==> src/rtl/credit_counter_nch.sv <==
// rtl/credit_counter_nch.sv - multi-channel credit counter with level flags and sticky error flags
module credit_counter_nch #(
    parameter int CNT_BITWIDTH       = 8,
    parameter int CH_NUM             = 4,
    parameter int MAX_VALUE          = 2**CNT_BITWIDTH - 1,
    parameter int RESET_VALUE        = 0,
    parameter int ALMOST_EMPTY_LEVEL = 10,
    parameter int ALMOST_FULL_LEVEL  = 250,
    parameter int WRAP_MODE          = 0
) (
    input  logic                             clk_i,
    input  logic                             rst_i,
    input  logic [CH_NUM-1:0]                inc_i,
    input  logic [CH_NUM-1:0]                dec_i,
    input  logic [CH_NUM-1:0]                load_i,
    input  logic [CH_NUM*CNT_BITWIDTH-1:0]   load_val_i,
    input  logic                             err_clr_i,
    output logic [CH_NUM*CNT_BITWIDTH-1:0]   counter_o,
    output logic [CH_NUM-1:0]                full_o,
    output logic [CH_NUM-1:0]                empty_o,
    output logic [CH_NUM-1:0]                almost_full_o,
    output logic [CH_NUM-1:0]                almost_empty_o,
    output logic [CH_NUM-1:0]                overflow_o,
    output logic [CH_NUM-1:0]                underflow_o
);

    localparam int W = CNT_BITWIDTH;

    localparam logic [W-1:0] MAX_C   = W'(MAX_VALUE);
    localparam logic [W-1:0] RST_C   = W'(RESET_VALUE);
    localparam logic [W-1:0] AE_C    = W'(ALMOST_EMPTY_LEVEL);
    localparam logic [W-1:0] AF_C    = W'(ALMOST_FULL_LEVEL);
    localparam logic [W-1:0] ONE_C   = W'(1);
    localparam logic [W-1:0] ZERO_C  = '0;
    localparam bit           WRAP_EN = (WRAP_MODE != 0);

    logic [W-1:0]      cnt_q [CH_NUM];
    logic [W-1:0]      cnt_d [CH_NUM];
    logic [CH_NUM-1:0] ovf_q;
    logic [CH_NUM-1:0] unf_q;
    logic [CH_NUM-1:0] ovf_set;
    logic [CH_NUM-1:0] unf_set;

    // Per-channel next count and error events: load beats inc/dec, inc+dec together is a no-op.
    // The upper bound is MAX_VALUE, never the natural 2**W rollover of the register.
    always_comb begin
        ovf_set = '0;
        unf_set = '0;
        for (int k = 0; k < CH_NUM; k++) begin
            cnt_d[k] = cnt_q[k];
            if (load_i[k]) begin
                if (load_val_i[k*W +: W] > MAX_C) begin
                    cnt_d[k]   = MAX_C;
                    ovf_set[k] = 1'b1;
                end else begin
                    cnt_d[k] = load_val_i[k*W +: W];
                end
            end else if (inc_i[k] && !dec_i[k]) begin
                if (cnt_q[k] >= MAX_C) begin
                    ovf_set[k] = 1'b1;
                    cnt_d[k]   = WRAP_EN ? ZERO_C : MAX_C;
                end else begin
                    cnt_d[k] = cnt_q[k] + ONE_C;
                end
            end else if (dec_i[k] && !inc_i[k]) begin
                if (cnt_q[k] == ZERO_C) begin
                    unf_set[k] = 1'b1;
                    cnt_d[k]   = WRAP_EN ? MAX_C : ZERO_C;
                end else begin
                    cnt_d[k] = cnt_q[k] - ONE_C;
                end
            end
        end
    end

    // Count and sticky error registers; a new error event outranks a same-cycle clear.
    always_ff @(posedge clk_i) begin
        if (rst_i) begin
            for (int k = 0; k < CH_NUM; k++) begin
                cnt_q[k] <= RST_C;
            end
            ovf_q <= '0;
            unf_q <= '0;
        end else begin
            for (int k = 0; k < CH_NUM; k++) begin
                cnt_q[k] <= cnt_d[k];
            end
            ovf_q <= (ovf_q & ~{CH_NUM{err_clr_i}}) | ovf_set;
            unf_q <= (unf_q & ~{CH_NUM{err_clr_i}}) | unf_set;
        end
    end

    // Outputs are decoded from registered state only, so no input reaches an output combinationally.
    for (genvar g = 0; g < CH_NUM; g++) begin : g_flags
        assign counter_o[g*W +: W] = cnt_q[g];
        assign full_o[g]           = (cnt_q[g] == MAX_C);
        assign empty_o[g]          = (cnt_q[g] == ZERO_C);
        assign almost_full_o[g]    = (cnt_q[g] >= AF_C);
        assign almost_empty_o[g]   = (cnt_q[g] <= AE_C);
    end

    assign overflow_o  = ovf_q;
    assign underflow_o = unf_q;

endmodule

==> config.mk <==
export PLATFORM = sky130hd
export DESIGN_NAME = credit_counter_nch
export DESIGN_NICKNAME = d
export VERILOG_FILES = /design/src/rtl/credit_counter_nch.sv
export SDC_FILE = /design/constraint.sdc
export NUM_CORES = 1
export LEC_CHECK = 0
export CAP_MARGIN = 10
export CORE_ASPECT_RATIO = 1.2
export CORE_MARGIN = 3
export CORE_UTILIZATION = 45
export CTS_CLUSTER_SIZE = 28
export DETAILED_ROUTE_END_ITERATION = 16
export GPL_ROUTABILITY_DRIVEN = 0
export HOLD_SLACK_MARGIN = 0.02
export PLACE_DENSITY = 0.76
export SLEW_MARGIN = 30
export SYNTH_ARGS = -nofsm -noshare
export SYNTH_HDL_FRONTEND = slang
export SYNTH_SLANG_ARGS = --single-unit
==> constraint.sdc <==
create_clock -name clk_i -period 2.5 [get_ports clk_i]
set_input_delay 0.5 -clock clk_i [delete_from_list [all_inputs] [get_ports clk_i]]
set_output_delay 0.5 -clock clk_i [all_outputs]
set_load 0.1 [all_outputs]
Yosys cells after proc, flatten, opt, wreduce, memory -nomap -nowiden
Memory sizes are Yosys's and may differ from the RTL's.
Cells that the tools add are included.
Widths: inputs -> output; s select.
{"block": "classes", "muxes": 63, "bitwise_logic": 9, "order_cmp": 16, "n_reduce_logical": 20, "addsub": 8, "n_eq_ne": 4}
{"op": "$mux 8", "n": 28}
{"op": "$ge 8x8->1 const B", "n": 8}
{"op": "$mux 1", "n": 35}
{"op": "$add 8x1->8 const B", "n": 4}
{"op": "$eq 8x8->1 const B", "n": 4}
{"op": "$gt 8x8->1 const B", "n": 4}
{"op": "$le 8x4->1 const B", "n": 4}
{"op": "$logic_not 8->1", "n": 4}
{"op": "$sub 8x1->8 const B", "n": 4}
{"op": "$and 4x4->4", "n": 2}
{"op": "$logic_and 1x1->1", "n": 8}
{"op": "$logic_not 1->1", "n": 8}
{"op": "$or 4x4->4", "n": 2}
{"op": "$not 4->4", "n": 1}
{"op": "$or 1x1->1", "n": 4}
{"block": "word_totals", "output_inout_bits": 56, "ff_bits": 8, "mem_bits_rw": 32, "inputBits": 47, "mem_count": 1}
{"name": "cnt_q", "depth": 4, "word_bits": 8, "read_ports": 4, "rd_clocked_by_memory_dff": 0, "write_ports": 4, "line": "37", "source": "logic [W-1:0] cnt_q [CH_NUM];"}

Depth between registers and ports, before layout
Gate-level depths: netlist of run 1.
{"block": "depth", "word_depth": 6, "mapped_depth": 8, "depth_no_buf": 7}

Worst setup path after synthesis of run 1
Ideal clock, no wire load.
{"block": "synth_timing", "kind": "register to output", "start": "mem cnt_q[1][5] in the netlist's numbering", "end": "out almost_empty_o[1]", "stages_incl_launch_ff": 4, "arrival_time_ns": 3.596, "required_ns": 2.000, "path_slack_ns": -1.596, "path_cell_list": "dfxtp_1 > clkbuf_1 > or3_1 > a211oi_1"}
{"element": "start: declaration", "line": "37"}
{"element": "end: declaration", "line": "22", "source": "output logic [CH_NUM-1:0] almost_empty_o,"}

==> metrics.cfg, run 1 <==
[place]
dp.cells = 665
dpl_cell_area_sq_mm = 0.00492
dpl_worst_slack_ns = 0.0697
portBuffers = 102
dp.final_hpwl_um = 8600

[layout]
fin_cells = 673
antenna_cells = 0
fin_area_sq_mm = 0.00501
nets = 643
drive_gt1_frac = 0.255
area_growth_pct = 39.5
utilization = 0.650

[timing]
max_slew_margin = 0.477
worst_slew_pin_slew_ns = 0.779
fmax_ghz = 0.437
fin_crit_ns = 2.29
finalSetupViolations = 0
fin_setup_tns_ns = 0
min_period_over_period = 0.915
hold_violations = 0
fin_ws_ns = 0.214
grt_setup_unrepaired = no
fin_skew_ns = 0.00190
final_max_slew_viol_count = 0

[power_and_ir_drop]
cellLeakagePower_nw = 1.95
pwr_density_cell_mw_per_mm2 = 589
irDropWorstVdd_v = 0.000414

[yosys]
synth_area_leaders = dfxtp_1 22%, ha_1 5.6%, o21ai_0 4.6%
ys_ff_latch = 40
synth_ff_type = dfxtp_1
synth_top_area_frac = 0.223
synthArstFlopShare = 0
synth.area.mux_share = 0.00906
synth-simple-area-share = 0.262
synth_most_common_cell = nor2_1
synth_nets = 546
synth_compound_area_frac = 0.335
synth_warnings = 0
yosysUniqueCellTypes = 76
ys_seq_area_frac = 0.223
avgSynthCellArea_sq_um = 7.43
synth_top_family_by_area = compound AO/OA/AOI/OAI gates
yosys.area.top_type = dfxtp_1
synth_commonest_cells = 43 x nor2_1, 41 x nand2_1, 40 x dfxtp_1, 33 x o21ai_0, 28 x a21oi_1
synth-edff-count = 0
synth_xor_area_frac = 0.0390
syn_area_sq_mm = 0.00359
syn_inst = 483
synth_fa_ha_area_frac = 0.0557

[routing]
avgViaCountPerCell = 6.26
vias = 4216
drc = 0
first_pass_iters = 5
wl_um = 11200
ant_nets = 0
post_drt_wl_per_cell_um = 16.6
drtIter0Drc = 186

[global_route]
grt-ovfl-total = 0
antenna_found_initial = 0
grt_max_degree = 16
grt_pass1_wl_um = 18700
grt.total_usage = 0.243
grt_pass1_vias = 3840

[floorplan]
core_area_sq_mm = 0.00771
io_pins = 103
die_h_um = 104
rows = 35
initial_utilization = 0.466
die_area_sq_mm = 0.00909
dieWidth_um = 87.5

[worst_setup_path]
cp.arrival_ns = 1.79
worstSetupEndpointType = output pin
cp.required_ns = 2.00
path_class = reg -> out
reg2reg_depth = 5
reg2reg_to = cnt_q[0][5]$_SDFFE_PP0P_
crit_path_max_fanout = 15
r2r_start = cnt_q[0][4]$_SDFFE_PP0P_
r2r_slack_ns = 0.31
cp-start-kind = flip-flop

[job]
drv_cap = 0

[clock_network]
h-tree-depth = 2
clkLatencyLatePin_ns = 0.29
clock-sinks = 40
cts_made_buffers = 5
clock-root-buffer = clkbuf_8
cts.hold.buffers_added = 0
cts_tree = yes
clkTransAtPathRegs_ns = 0.08
clockBufferDepth = 2
post-cts-setup-buffers = 0
cts_resized = 0

[worst_hold_path]
hold_path_depth = 2
holdPathEnd = overflow_o[0]$_SDFF_PP0_
hold_path_startpoint = overflow_o[0]$_SDFF_PP0_
hp-class = reg -> reg

[outcome]
status = finished, final reports clean

==> how the worst max path moves through the flow <==
stage,startpoint,end,slack [ns],depth (start not counted)
final,cnt_q[0][4]$_SDFFE_PP0P_,empty_o[0],0.21,3
after floorplan,cnt_q[1][0]$_SDFFE_PP0P_,cnt_q[1][0]$_SDFFE_PP0P_,-0.16,7
after global placement,dec_i[0],cnt_q[0][5]$_SDFFE_PP0P_,0.13,6
after CTS,cnt_q[3][5]$_SDFFE_PP0P_,empty_o[3],0.12,3
after global routing,cnt_q[2][0]$_SDFFE_PP0P_,empty_o[2],0.1,5
after detailed placement,dec_i[0],cnt_q[0][5]$_SDFFE_PP0P_,0.07,6
==> critical path, cell delays in order, from the launching register on <==
cell and delay [ns]:
dfxtp_2 0.41, nor4_2 0.45, and3_1 0.41, buf_12 0.22
==> power breakdown <==
| part | switching [mW] | leakage [nW] | total (mW) | internal (mW) |
|---|---|---|---|---|
| Clock | 0.240 | 0.0399 | 0.436 | 0.195 |
| Sequential | 0.172 | 0.340 | 0.882 | 0.710 |
| Combinational | 1.07 | 1.58 | 1.64 | 0.561 |
| Total | 1.49 | 1.95 | 2.95 | 1.47 |
==> logic make-up (layout without fill, tap and decap cells) <==
| logic type | after synthesis | in the layout |
|---|---|---|
| AOI/OAI and AO/OA | 172 | 172 |
| adders and majority gates | 16 | 16 |
| xor gates and xnor gates | 16 | 16 |
| and+or+nand+nor | 179 | 179 |
| buffers and inverters | 57 | 155 |
| DFF | 40 | 40 |
| muxes | 3 | 3 |
==> registers in the layout, summed over array words and instances (netlist names) <==
signal,flops
cnt_q,32
overflow_o,4
underflow_o,4
==> cells in the final DEF (no fill, tap or decap), drive strengths merged, types with 14 or more instances in the layout <==
cell,count
nand3,14
buf,80
ha,16
a21oi,28
dfxtp,40
o21ai,34
nor2,43
inv,20
nand2,41
clkdlybuf4s50,46
==> final cells by class <==
type | count | area [sq um]
clock buffers | 7 | 76.3
clock inverters | 1 | 3.75
fillers | 682 | 2700
inverters | 21 | 83.8
multi-input cells | 386 | 2640
flip-flops and latches | 40 | 845
well taps | 92 | 115
repair buffers | 126 | 1250
==> routing by layer <==
| layer | part of all wire | GRT usage |
|---|---|---|
| met1 | 0.41 | 0.335 |
| met2 | 0.49 | 0.391 |
| met3 | 0.075 | 0.0388 |
| met4 | 0.016 | 0.0614 |
| met5 | 0 | 0 |
==> through the flow <==
stage	power (mW)	hold slack (ns)
5_1_grt	3.10	0.509
4_1_cts	2.94	0.483
3_3_place_gp	2.49	0.467
3_5_place_dp	2.51	0.470
6_report	2.95	0.477
2_1_floorplan	2.07	0.616
Note: power is estimated with default switching activity, not from simulation.
==> inputs of run 2 (changes only) <==
--- a/config.mk
+++ b/config.mk
@@ -5,13 +5,13 @@
 export SDC_FILE = /design/constraint.sdc
 export NUM_CORES = 1
 export LEC_CHECK = 0
-export CAP_MARGIN = 10
 export CORE_ASPECT_RATIO = 1.2
 export CORE_MARGIN = 3
 export CORE_UTILIZATION = 45
 export CTS_CLUSTER_SIZE = 28
 export DETAILED_ROUTE_END_ITERATION = 16
 export GPL_ROUTABILITY_DRIVEN = 0
+export GPL_TIMING_DRIVEN = 1
 export HOLD_SLACK_MARGIN = 0.02
 export PLACE_DENSITY = 0.76
 export SLEW_MARGIN = 30
==> results of run 2 <==
Same layout as run 1: the final DEF is identical, and so are final timing and power.
